<file path="config.mk">
export PLATFORM = sky130hd
export DESIGN_NAME = btn_conditioner
export DESIGN_NICKNAME = d
export VERILOG_FILES = /design/src/rtl/btn_conditioner.sv
export SDC_FILE = /design/constraint.sdc
export NUM_CORES = 1
export LEC_CHECK = 0
export CORE_MARGIN = 8
export CORE_UTILIZATION = 45
export DETAILED_ROUTE_END_ITERATION = 8
export GPL_TIMING_DRIVEN = 0
export PLACE_DENSITY = 0.67
export SYNTH_ARGS = -nofsm -noshare
export SYNTH_HDL_FRONTEND = slang
export SYNTH_SLANG_ARGS = --single-unit
</file>
<file path="constraint.sdc">
create_clock -name clk -period 3.7 [get_ports clk]
set_input_delay 0.555 -clock clk [delete_from_list [all_inputs] [get_ports clk]]
set_output_delay 0.555 -clock clk [all_outputs]
set_load 0.005 [all_outputs]
</file>
<file path="src/rtl/btn_conditioner.sv">
// Debounced multi-channel button conditioner with press/release pulses and auto-repeat.
// 2-flop sync, then a stable-count debounce; level moves DEBOUNCE_CYCLES+2 edges after a held raw change.
module btn_conditioner #(
  parameter int              N_CH            = 4,
  parameter int              DEBOUNCE_CYCLES = 1000000,
  parameter int              REPEAT_DELAY    = 50000000,
  parameter int              REPEAT_PERIOD   = 10000000,
  parameter logic [N_CH-1:0] ACTIVE_LOW      = {N_CH{1'b0}}
) (
  input  logic            clk,
  input  logic            rst_n,
  input  logic [N_CH-1:0] raw,
  input  logic [N_CH-1:0] repeat_en,
  output logic [N_CH-1:0] level,
  output logic [N_CH-1:0] press,
  output logic [N_CH-1:0] released,
  output logic [N_CH-1:0] rpt,
  output logic [N_CH-1:0] long_hold,
  output logic            any_press
);

  localparam int DW   = $clog2(DEBOUNCE_CYCLES) + 1;
  localparam int HMAX = (REPEAT_DELAY > REPEAT_PERIOD) ? REPEAT_DELAY : REPEAT_PERIOD;
  localparam int HW   = $clog2(HMAX) + 1;

  localparam logic [DW-1:0] DB_LAST    = DW'(DEBOUNCE_CYCLES - 1);
  localparam logic [HW-1:0] DELAY_LAST = HW'(REPEAT_DELAY - 1);
  localparam logic [HW-1:0] PER_LAST   = HW'(REPEAT_PERIOD - 1);

  typedef enum logic [1:0] {IDLE, DELAY, REPEAT} state_t;

  logic [N_CH-1:0] sync1, sync2, sample, rise, fall;

  // Sync flops idle at the released raw level so a held button debounces as a fresh press.
  always_ff @(posedge clk or negedge rst_n) begin
    if (!rst_n) begin
      sync1 <= ACTIVE_LOW;
      sync2 <= ACTIVE_LOW;
    end else begin
      sync1 <= raw;
      sync2 <= sync1;
    end
  end

  assign sample = sync2 ^ ACTIVE_LOW;

  always_ff @(posedge clk or negedge rst_n) begin
    if (!rst_n) any_press <= 1'b0;
    else        any_press <= |rise;
  end

  for (genvar i = 0; i < N_CH; i++) begin : g_ch
    logic [DW-1:0] db_cnt;
    logic [HW-1:0] hold_cnt;
    logic          lvl_q, press_q, rel_q, rpt_q, long_q;
    state_t        state;

    assign rise[i] = !lvl_q && sample[i] && (db_cnt == DB_LAST);
    assign fall[i] = lvl_q && !sample[i] && (db_cnt == DB_LAST);

    always_ff @(posedge clk or negedge rst_n) begin
      if (!rst_n) begin
        db_cnt  <= '0;
        lvl_q   <= 1'b0;
        press_q <= 1'b0;
        rel_q   <= 1'b0;
      end else begin
        press_q <= rise[i];
        rel_q   <= fall[i];
        if (sample[i] == lvl_q) begin
          db_cnt <= '0;
        end else if (db_cnt == DB_LAST) begin
          lvl_q  <= ~lvl_q;
          db_cnt <= '0;
        end else begin
          db_cnt <= db_cnt + 1'b1;
        end
      end
    end

    // Dropping repeat_en or releasing always wins, so a re-enabled held key stays quiet.
    always_ff @(posedge clk or negedge rst_n) begin
      if (!rst_n) begin
        state    <= IDLE;
        hold_cnt <= '0;
        rpt_q    <= 1'b0;
        long_q   <= 1'b0;
      end else begin
        rpt_q <= 1'b0;
        if (fall[i] || !repeat_en[i]) begin
          state    <= IDLE;
          hold_cnt <= '0;
          long_q   <= 1'b0;
        end else begin
          case (state)
            IDLE: begin
              hold_cnt <= '0;
              if (rise[i]) state <= DELAY;
            end
            DELAY: begin
              if (hold_cnt == DELAY_LAST) begin
                rpt_q    <= 1'b1;
                long_q   <= 1'b1;
                hold_cnt <= '0;
                state    <= REPEAT;
              end else begin
                hold_cnt <= hold_cnt + 1'b1;
              end
            end
            REPEAT: begin
              if (hold_cnt == PER_LAST) begin
                rpt_q    <= 1'b1;
                hold_cnt <= '0;
              end else begin
                hold_cnt <= hold_cnt + 1'b1;
              end
            end
            default: state <= IDLE;
          endcase
        end
      end
    end

    assign level[i]     = lvl_q;
    assign press[i]     = press_q;
    assign released[i]  = rel_q;
    assign rpt[i]       = rpt_q;
    assign long_hold[i] = long_q;
  end

endmodule
</file>
==> summary.md, run 1 <==
| Metric | Value |
|---|---|
| Sequential-to-total area share from yosys stat | 0.460 |
| GRT Total Usage | 0.162 |
| H-tree depth | 1 |
| DR WL/cell | 14.8 microns |
| Worst path required time | 4140 ps |
| CTS Buf Count | 26 |
| Most frequent cells in the layout | dfrtp_1, nor2_1, nand2_1 |
| Die X | 182 microns |
| Main synth FF type | dfrtp_1 |
| Initial antenna violation count | 0 |
| Count of buffers from port buffering | 30 |
| Syn avg cell area | 9.21 sq um |
| CP startpoint kind | flop |
| Register area | 5730 sq um |
| # rows | 61 |
| Max Cap Violations | 0 |
| Routability Congestion | 0.846 |
| Placed wire-length estimate | 18,700 microns |
| Max Root-Sink Buffers | 3 |
| Clock-pin slew on the worst setup and hold paths | 60 ps |
| Mux cell area share after synthesis | 0.0128 |
| # clock sinks | 229 |
| Fin crit share | 0.766 |
| Synth warn | 0 |
| Internal Power | 4.43 mW |
| Post-CTS resize count | 0 |
| Ports | 31 |
| Max IR drop VDD | 0.336 mV |
| GR Layer Usage met2 | 0.272 |
| Slew Limit Fails | 0 |
| Core Box Area | 27,600 sq um |
| Post-route minimum period | 2830 ps |
| Syn nets | 1,396 |
| Total number of vias | 10,100 |
| Syn Std Cell Area | 12,500 sq um |
| Vias in the first global route | 9,818 |
| Design area | 14,300 sq um |
| CTS tree | done |
| Largest family of logic cells by synthesized area | simple AND/OR/NAND/NOR gates |
| Initial Utilization | 0.452 |
| Adder-Cell Fraction of Synth Area | 0.0321 |
| Die area | 33,300 sq um |
| Min-delay src | sync1[3] |
| XOR/XNOR Fraction of Synth Area | 0.0632 |
| Fmax | 0.353 GHz |
| Commonest non-fill, non-tap cell in the layout | dfrtp_1 |
| Sequential share of power | 0.449 |
| Post-synth cell types | 63 |
| Number of flops mapped to enable cells by yosys | 0 |
| PwrDens | 398 nW/um^2 |
| Critical Path AT | 3280 ps |
| Setup ws final | 867 ps |
| CTS root buf | clkbuf_16 |
| Layout cells sized above 1 | 0.0725 |
| Critical path class | flop to flop |
| Post-Place Cell Area | 13,300 sq um |
| Critical path startpoint | g_ch[0].db_cnt[0] |
| Final Hold Vio Count | 0 |
| HP Class | flop to flop |
| Post-synthesis simple-gate area fraction | 0.276 |
| Least-Margin Pin Slew | 1100 ps |
| First-pass GRT wire length | 46,500 microns |
| Relative slew slack | 0.263 |
| Antenna-violating nets left | 0 |
| Final Power | 5.68 mW |
| Worst slack, placed | 795 ps |
| Flop2flop setup slack | 870 ps |
| GR Util met1 | 0.212 |
| Largest net degree at the start of global routing | 87 |
| Critical Path End Type | flop |
| Switch Pwr | 1.25 mW |
| DRC violations left | 0 |
| Gr busiest metal | met2 |
| Fillers | 2,543 |
| Post-Synthesis Cells | 1,354 |
| Die height | 182 microns |
| Final WL | 26,900 microns |
| Combinational cell fraction of total power | 0.049 |
| GR Overflow Total | 0 |
| Final Skew | 15.7 ps |
| Switch share | 0.219 |
| Area of the multi-input gates | 6140 sq um |
| Skew-Pair Late Insertion Delay | 530 ps |
| Drt first pass iters | 5 |
| M3 GR Usage | 0.0219 |
| Status | finished clean |
| RSZ-0062 raised after global routing | false |
| Average via count per standard cell | 5.54 |
| Lkg Pwr | 6.00 nW |
| Yosys reg bits | 229 |
| Final setup viols | 0 |
| Worst r2r src | g_ch[0].db_cnt[0] |
| Antenna Cells | 0 |
| Clk pwr share | 0.502 |
| Area growth, synth to finish | 14.4% |
| Largest fanout on the critical path | 10 |
| Ys async rst share | 1.00 |
| Nets | 1,457 |
| Fin util | 0.518 |
| Compound-cell area share of the yosys netlist | 0.108 |
| 1st-iter DRT viols | 734 |
repair_timing:
item / CTS / global route
hold buffers: 1 / 0
buffers inserted: 0 / 0
endpoints found under the hold margin: 54 / 0
sequential cells by signal (all words and copies together), names as in the netlist:
register       cells
g_ch.hold_cnt    108
g_ch.db_cnt       84
g_ch.state         8
g_ch.long_q        4
g_ch.lvl_q         4
g_ch.press_q       4
g_ch.rel_q         4
g_ch.rpt_q         4
sample             4
sync1              4
any_press          1
power groups by stage:
stage	clock network [mW]	registers, mW	logic, mW
floorplan	0	2.59	0.165
global placement	0	2.59	0.270
detailed placement	0	2.59	0.284
CTS	2.92	2.55	0.286
global route	3.02	2.55	0.319
finish	2.85	2.55	0.280
area by class of cell:
type                       instances  share of cell area
clock inverter                    12              0.0152
inverter                          63              0.0166
sequential                       229               0.402
clock buffer                      36              0.0518
buffer                            68              0.0253
tap                              378              0.0332
timing repair buffer              33              0.0260
multi-input combinational        994               0.430
cells in the mapped netlist, drive strengths merged, types with 3 or more instances:
library cell	number	area share
dfrtp	229	0.46
nor2	146	0.044
nand2	144	0.043
nand3	133	0.053
inv	63	0.019
xor2	53	0.037
nand4	48	0.024
and3	42	0.021
a21oi	40	0.016
nor3	38	0.016
clkbuf	37	0.011
xnor2	37	0.026
o21ai	34	0.014
ha	32	0.032
buf	31	0.018
o311ai	26	0.018
or3	24	0.012
and4	17	0.012
mux2i	16	0.013
a21o	15	0.0090
or4	14	0.0087
nor4	13	0.0082
a22o	10	0.0070
and2	10	0.0050
a211oi	9	0.0062
nor4b	8	0.0061
a211o	7	0.0050
a31o	7	0.0049
nand2b	7	0.0035
or2	7	0.0035
a221o	6	0.0048
nor4bb	6	0.0048
o211ai	6	0.0036
a31oi	5	0.0025
o21a	5	0.0030
a22oi	4	0.0024
nand4b	4	0.0033
nor3b	4	0.0024
o41ai	3	0.0057
metrics by stage:
stage | hold WS [ps] | TNS [ps] | cells
after global routing | 364 | 0 | 1813
after floorplan | 259 | 0 | 1354
after CTS | 352 | 0 | 1813
after detailed placement | 339 | 0 | 1764
final | 351 | 0 | 1813
after global placement | 338 | -1827590 | 1762
metal layers:
| metal | wire [microns] | vias to the layer above |
|---|---|---|
| li1 | - | 4932 |
| met1 | 12500 | 4883 |
| met2 | 12700 | 188 |
| met3 | 966 | 50 |
| met4 | 747 | 0 |
| met5 | 0 | - |
critical path: stages (launching register included):
cell and delay [ps]:
dfrtp_1 410, ha_1 280, and2_1 190, and4_1 250
a31o_2 320, a211oi_2 430, clkbuf_1 450, o21ai_0 220
a31oi_1 200
cell families (layout without fill, tap and decap cells):
family          Yosys count  after routing
buf+inv                 131            212
simple gates            671            671
fa+ha+maj                32             32
flops                   229            229
xor+xnor                 90             90
mux                      16             16
compound gates          185            185
path summary, 6_finish.rpt:
| check | cells past startpoint | endpoint |
|---|---|---|
| hold / removal | 0 | sample[3] |
| hold reg to reg | 0 | sample[3] |
| setup / recovery | 8 | g_ch[0].hold_cnt[20] |
| min in group asynchronous | 2 | g_ch[0].db_cnt[19] |
| setup reg to reg | 8 | g_ch[0].hold_cnt[20] |
| max in group asynchronous | 4 | g_ch[2].db_cnt[18] |
No activity file was read; power rests on OpenSTA's default activity.
==> run 2: changes to the inputs <==
Settings changed: PLACE_DENSITY 0.67 to 0.69.
Clock period 3.7 ns to 2.5 ns, I/O delays scaled along.
==> run 2 against run 1 <==
  * Final cell count grew 1.3%
  * Routed wire length grew 0.42%
  * Count of clock-buffer cells in the layout shrank 1
  * Clock skew shrank 3.0 ps
  * Die area is the same
  * Register-to-register slack lost 830 ps
  * Flip-flop and latch count is the same
  * Critical path depth shrank 1
  * Worst setup slack lost 830 ps
  * Clock power grew 39%
  * Sequential power grew 48%
  * Largest cell class unchanged
==> summary.md, run 2 (synthesis results as in run 1) <==
| Metric | Value |
|---|---|
| Largest fanout on the critical path | 7 (-3) |
| Critical Path AT | 2880 ps (-400 ps) |
| Most frequent cells in the layout | dfrtp_1, nor2_1, nand2_1 |
| Max Cap Violations | 0 (unchanged) |
| Post-route minimum period | 2460 ps (-373 ps) |
| Placed wire-length estimate | 18,100 microns (-3.5%) |
| Commonest non-fill, non-tap cell in the layout | dfrtp_1 |
| Number of flip-flops under the largest register name | 108 (unchanged) |
| Fillers | 2,448 (-3.7%) |
| Lkg Pwr | 6.21 nW (+3.4%) |
| CP startpoint kind | flop |
| Die X | 182 microns (unchanged) |
| Setup ws final | 40.6 ps (-827 ps) |
| Routability Congestion | 0.847 (about the same) |
| Final Skew | 12.8 ps (-2.98 ps) |
| Relative slew slack | 0.545 (+0.282) |
| GRT Total Usage | 0.160 (-0.00190) |
| Crit-path slowest cell | or4_4 |
| Crit path cell chain | or4_1, or4_4, o21ai_4, a21o_1, buf_6, nor2_1, a221o_1 |
| GR Layer Usage met2 | 0.273 (+0.000301) |
| Max IR drop VDD | 0.421 mV (+25%) |
| # clock sinks | 229 (unchanged) |
| Clock-pin slew on the worst setup and hold paths | 60 ps (about the same) |
| Min-delay src | raw[3] |
| Final Power | 8.21 mW (+45%) |
| Max Root-Sink Buffers | 3 (unchanged) |
| Least-Margin Pin Slew | 676 ps (-419 ps) |
| Die height | 182 microns (unchanged) |
| Vias in the first global route | 9,654 (-1.7%) |
| Critical Path End Type | flop |
| Worst path required time | 2920 ps (-1220 ps) |
| M3 GR Usage | 0.0255 (+0.00358) |
| Average via count per standard cell | 5.55 (about the same) |
| DR WL/cell | 14.7 microns (-0.89%) |
| Count of buffers from port buffering | 30 (unchanged) |
| Total number of vias | 10,200 (+1.4%) |
| CTS Buf Count | 27 (+3.8%) |
| Critical path class | flop to flop |
| DRC violations left | 0 (unchanged) |
| Min Hold Slack | 277 ps (-74.3 ps) |
| Largest net degree at the start of global routing | 107 (+23%) |
| Antenna-violating nets left | 0 (unchanged) |
| CP peak stage delay | 610 ps (+160 ps) |
| Area growth, synth to finish | 17.7% |
| Initial antenna violation count | 0 (unchanged) |
| Final WL | 27,000 microns (+0.42%) |
| CTS tree | done |
| Gr busiest metal | met2 |
| Skew-Pair Late Insertion Delay | 530 ps (about the same) |
| 1st-iter DRT viols | 771 (+5.0%) |
| Status | finished clean |
| H-tree depth | 1 (unchanged) |
| Nets | 1,480 (+1.6%) |
| Core Box Area | 27,600 sq um (unchanged) |
| Worst slack, placed | -248 ps (-1040 ps) |
| Biggest registers after layout | g_ch.hold_cnt (108), g_ch.db_cnt (84), g_ch.state (8) |
| GR Util met1 | 0.209 (-0.00287) |
| Final setup viols | 0 (unchanged) |
| Final Hold Vio Count | 0 (unchanged) |
| CTS root buf | clkbuf_16 |
| Antenna Cells | 0 (unchanged) |
| Slew Limit Fails | 0 (unchanged) |
| Top reg by flops | g_ch.hold_cnt |
| Layout cells sized above 1 | 0.119 (+0.0468) |
| First-pass GRT wire length | 46,000 microns (-1.2%) |
| Fmax | 0.407 GHz (+15%) |
| Fin Setup TNS | 0 ps (unchanged) |
| Ports | 31 (unchanged) |
| # rows | 61 (unchanged) |
| Critical path startpoint | g_ch[3].hold_cnt[18] |
| PwrDens | 559 nW/um^2 (+41%) |
| Flop2flop setup slack | 40 ps (-830 ps) |
| Fin crit share | 0.984 (+0.218) |
| GR Overflow Total | 0 (unchanged) |
| Die area | 33,300 sq um (unchanged) |
| Worst r2r src | g_ch[3].hold_cnt[18] |
| HP Class | input port to flop |
| Drt first pass iters | 7 (+2) |
| Initial Utilization | 0.452 (unchanged) |
[run 2: cell types whose count changed in the layout (fill, tap and decap cells not counted), sizes merged]
cell,delta
bufinv,-3
clkinv,+5
clkbuf,-4
buf,+24
inv,+1
clkdlybuf4s15,+1
[run 2: path summary, 6_finish.rpt]
kind / endpoint / cells after the start
worst min-delay path: sync1[3] / 1
worst max-delay path: g_ch[3].hold_cnt[8] / 7
worst max register to register: g_ch[3].hold_cnt[8] / 7
max in group asynchronous: g_ch[1].rpt_q / 3
worst min register to register: sample[3] / 0
min in group asynchronous: g_ch[0].db_cnt[19] / 2
[run 2: cell type report]
type,count,area [sq um],area share
plain buffers,67,408,0.0278
clock buffers,35,746,0.0508
clock inverters,15,156,0.0107
inverters,63,236,0.0161
multi-input cells,994,6360,0.434
flip-flops and latches,229,5740,0.391
well taps,378,473,0.0322
repair buffers,56,559,0.0381
[run 2: where the power goes]
group,switching (mW),internal [mW]
sequential,0.0300,3.74
clock,1.56,2.41
combinational,0.305,0.171
[run 2: timing repair]
item / 4_1_cts / 5_1_grt
setup buffers: 8 / 14
hold buffers: 1 / 0
resized for setup: 23 / 65
gates cloned: 0 / 1
endpoints found under the hold margin: 52 / 0
pin swaps: 6 / 15
setup endpoints to repair: 99 / 145
[run 2: stage by stage]
stage	utilization	instance area, sq um	cells
after floorplan	-	12500	1354
after global placement	0.481	13200	1762
after detailed placement	0.483	13300	1764
after CTS	0.521	14400	1823
after global routing	0.533	14700	1837
final	0.533	14700	1837
[run 2: per-layer routing]
| metal | vias up | wire [microns] |
|---|---|---|
| li1 | 5003 | - |
| met1 | 4991 | 12600 |
| met2 | 168 | 13000 |
| met3 | 33 | 1010 |
| met4 | 0 | 444 |
| met5 | - | 0 |
[run 2: worst max-delay path, delay by kind of cell, from the launching register on]
kind / cells / cell delay (ps)
compound gates: 3 / 590
buf+inv: 1 / 150
simple gates: 3 / 1160
flops: 1 / 430
==> run 3: changes to the inputs <==
Settings changed: CELL_PAD_IN_SITES_DETAIL_PLACEMENT set to 1, CELL_PAD_IN_SITES_GLOBAL_PLACEMENT set to 2, CORE_UTILIZATION 45 to 36, PLACE_DENSITY 0.69 to not set, PLACE_DENSITY_LB_ADDON set to 0.1.
==> run 3 against run 2 <==
  * Final cell count increased by 5.2%
  * Non-clock buffer count increased by 15
  * Worst setup slack improved by 26 ps
  * Utilization decreased by 9.3 points
  * Fmax increased by 1.1%
  * Via count increased by 2.1%
  * Combinational power increased by 6.5%
  * Cell area increased by 2.7%
  * Count of clock-buffer cells in the layout increased by 12
  * Highest routed layer unchanged
==> summary.md, run 3 (synthesis results as in run 1) <==
| Metric | Value |
|---|---|
| Status | finished clean |
| Final WL | 33,300 microns (+23%) |
| Ports | 31 (unchanged) |
| H-tree depth | 1 (unchanged) |
| Critical Path End Type | flop |
| Routability Congestion | 0.765 (-9.6%) |
| CTS root buf | clkbuf_16 |
| Cell count after placement | 1,841 (+4.4%) |
| GR Overflow Total | 0 (unchanged) |
| Max Root-Sink Buffers | 3 (unchanged) |
| # rows | 68 (+11%) |
| Die area | 40,800 sq um (+23%) |
| Final Hold Vio Count | 0 (unchanged) |
| Fin crit share | 0.973 (-0.0105) |
| Worst path required time | 2920 ps (about the same) |
| Fin util | 0.440 (-0.0931) |
| Hold path cells | 1 (unchanged) |
| Count of buffers from port buffering | 30 (unchanged) |
| Fmax | 0.411 GHz (+1.1%) |
| Max Cap Violations | 0 (unchanged) |
| Least-Margin Pin Slew | 692 ps (+15.3 ps) |
| Top reg by flops | g_ch.hold_cnt |
| Largest fanout on the critical path | 10 (+3) |
| Die height | 202 microns (+11%) |
| Clock-pin slew on the worst setup and hold paths | 60 ps (about the same) |
| Initial antenna violation count | 0 (unchanged) |
| Most frequent cells in the layout | dfrtp_1, nor2_1, nand2_1 |
| Drt first pass iters | 4 (-3) |
| DR WL/cell | 17.2 microns (+17%) |
| GRT Total Usage | 0.162 (+0.00233) |
| Internal Power | 6.47 mW (+2.4%) |
| Antenna Cells | 0 (unchanged) |
| Lkg Pwr | 6.35 nW (+2.2%) |
| Post-route minimum period | 2430 ps (-26.2 ps) |
| Switch share | 0.235 (+0.00476) |
| HP Class | input port to flop |
| Commonest non-fill, non-tap cell in the layout | dfrtp_1 |
| RSZ-0062 raised after global routing | true |
| Number of flip-flops under the largest register name | 108 (unchanged) |
| Slew Limit Fails | 0 (unchanged) |
| Placed wire-length estimate | 22,400 microns (+24%) |
| 1st-iter DRT viols | 361 (-53%) |
| CP startpoint kind | flop |
| R2R cell count | 9 (+2) |
| First-pass GRT wire length | 56,600 microns (+23%) |
| Clk pwr share | 0.494 (+0.011) |
| CP peak stage delay | 440 ps (-170 ps) |
| Die X | 202 microns (+11%) |
| Critical Path AT | 2850 ps (-30 ps) |
| Combinational cell fraction of total power | 0.060 (+0.002) |
| # clock sinks | 229 (unchanged) |
| CTS tree | done |
| Largest net degree at the start of global routing | 101 (-5.6%) |
| Setup ws final | 66.8 ps (+26.2 ps) |
| DRC violations left | 0 (unchanged) |
| PwrDens | 561 nW/um^2 (+0.34%) |
| CTS Buf Count | 29 (+7.4%) |
| Crit-path slowest cell | o41ai_4 |
| Final setup viols | 0 (unchanged) |
| Switch Pwr | 1.99 mW (+5.2%) |
| Biggest registers after layout | g_ch.hold_cnt (108), g_ch.db_cnt (84), g_ch.state (8) |
| Fin Setup TNS | 0 ps (unchanged) |
| Nets | 1,498 (+1.2%) |
| Layout cells sized above 1 | 0.135 (+0.0161) |
| Total number of vias | 10,400 (+2.1%) |
| Area growth, synth to finish | 20.9% |
| Worst slack, placed | -464 ps (-216 ps) |
| Skew-Pair Late Insertion Delay | 550 ps (+20 ps) |
| Non-filler cells, final | 1,933 (+5.2%) |
| Core Box Area | 34,300 sq um (+24%) |
| Max IR drop VDD | 0.504 mV (+20%) |
| Vias in the first global route | 10,900 (+12%) |
| Sequential share of power | 0.446 (-0.013) |
| Average via count per standard cell | 5.38 (-3.0%) |
| Crit path cell chain | buf_2, nor4b_4, nand4b_4, o41ai_4, a21o_1, buf_4, buf_6, nor3_1, a221o_1 |
| Final Skew | 20.7 ps (+7.91 ps) |
| Antenna-violating nets left | 0 (unchanged) |
| Relative slew slack | 0.535 (-0.0103) |
| Fillers | 3,918 (+60%) |
| Critical path class | flop to flop |
| Initial Utilization | 0.364 (-0.0889) |
## run 3: cell count changes in the layout (fill, tap and decap cells not counted), moves of 3 or more
cell      before  now
dfrtp_1      225  221
clkbuf_8       4   14
buf_4         47   62
and4_4         0    3
clkbuf_4       5    0
dfrtp_2        4    8
buf_6          3    9
ha_4           0    3
clkinv_2      10    4
## run 3: cell type report
class | instances | area (sq um) | share of cell area
Sequential cell | 229 | 5740 | 0.381
Buffer | 65 | 448 | 0.0297
Clock inverter | 6 | 58.8 | 0.00390
Inverter | 63 | 236 | 0.0157
Tap cell | 455 | 569 | 0.0378
Timing Repair Buffer | 73 | 691 | 0.0458
Multi-Input combinational cell | 995 | 6430 | 0.426
Clock buffer | 47 | 903 | 0.0599
## run 3: what timing repair did
item / CTS / global route
hold endpoints to repair: 29 / 0
buffers inserted: 17 / 22
pin swaps: 13 / 21
gates cloned: 1 / 1
hold buffers: 1 / 0
resized for setup: 53 / 55
endpoints found under the setup margin: 106 / 122
## run 3: final timing paths
kind	from	endpoint	slack (ps)
setup / recovery	g_ch[1].hold_cnt[7]	g_ch[1].hold_cnt[20]	70
hold / removal	raw[3]	sync1[3]	260
setup reg to reg	g_ch[1].hold_cnt[7]	g_ch[1].hold_cnt[20]	70
hold reg to reg	sync1[0]	sample[0]	350
max in group asynchronous	rst_n	g_ch[3].hold_cnt[11]	1370
min in group asynchronous	rst_n	g_ch[0].hold_cnt[3]	290
## run 3: power by group through the flow
stage                     combinational, mW  sequential, mW  clock [mW]
after floorplan                       0.244            3.83           0
after global placement                0.422            3.84           0
after detailed placement              0.442            3.84           0
after CTS                             0.484            3.77        4.34
after global routing                  0.579            3.78        4.46
final                                 0.507            3.78        4.18
## run 3: stage by stage
stage / hold slack [ps] / area [sq um] / total power [mW]
floorplan: 79.4 / 12500 / 4.07
global route: 238 / 15100 / 8.82
global placement: 333 / 13300 / 4.26
finish: 262 / 15100 / 8.46
CTS: 228 / 14700 / 8.60
detailed placement: 257 / 13400 / 4.28
## run 3: worst max-delay path, delay by kind of cell (launching register included)
family | cells | cell delay, ps
AO/OA/AOI/OAI | 3 | 920
buffers and inverters | 3 | 430
AND/OR/NAND/NOR | 3 | 590
flip-flops | 1 | 350
## run 3: metal layers
layer  share of wire  routed length [microns]  vias up  GRT usage
met2            0.48                    15800       79      0.271
met3           0.026                      851       36     0.0202
li1                -                        -     5034          -
met5               0                        0        -          0
met1            0.48                    16100     5260      0.224
met4           0.015                      492        0     0.0329
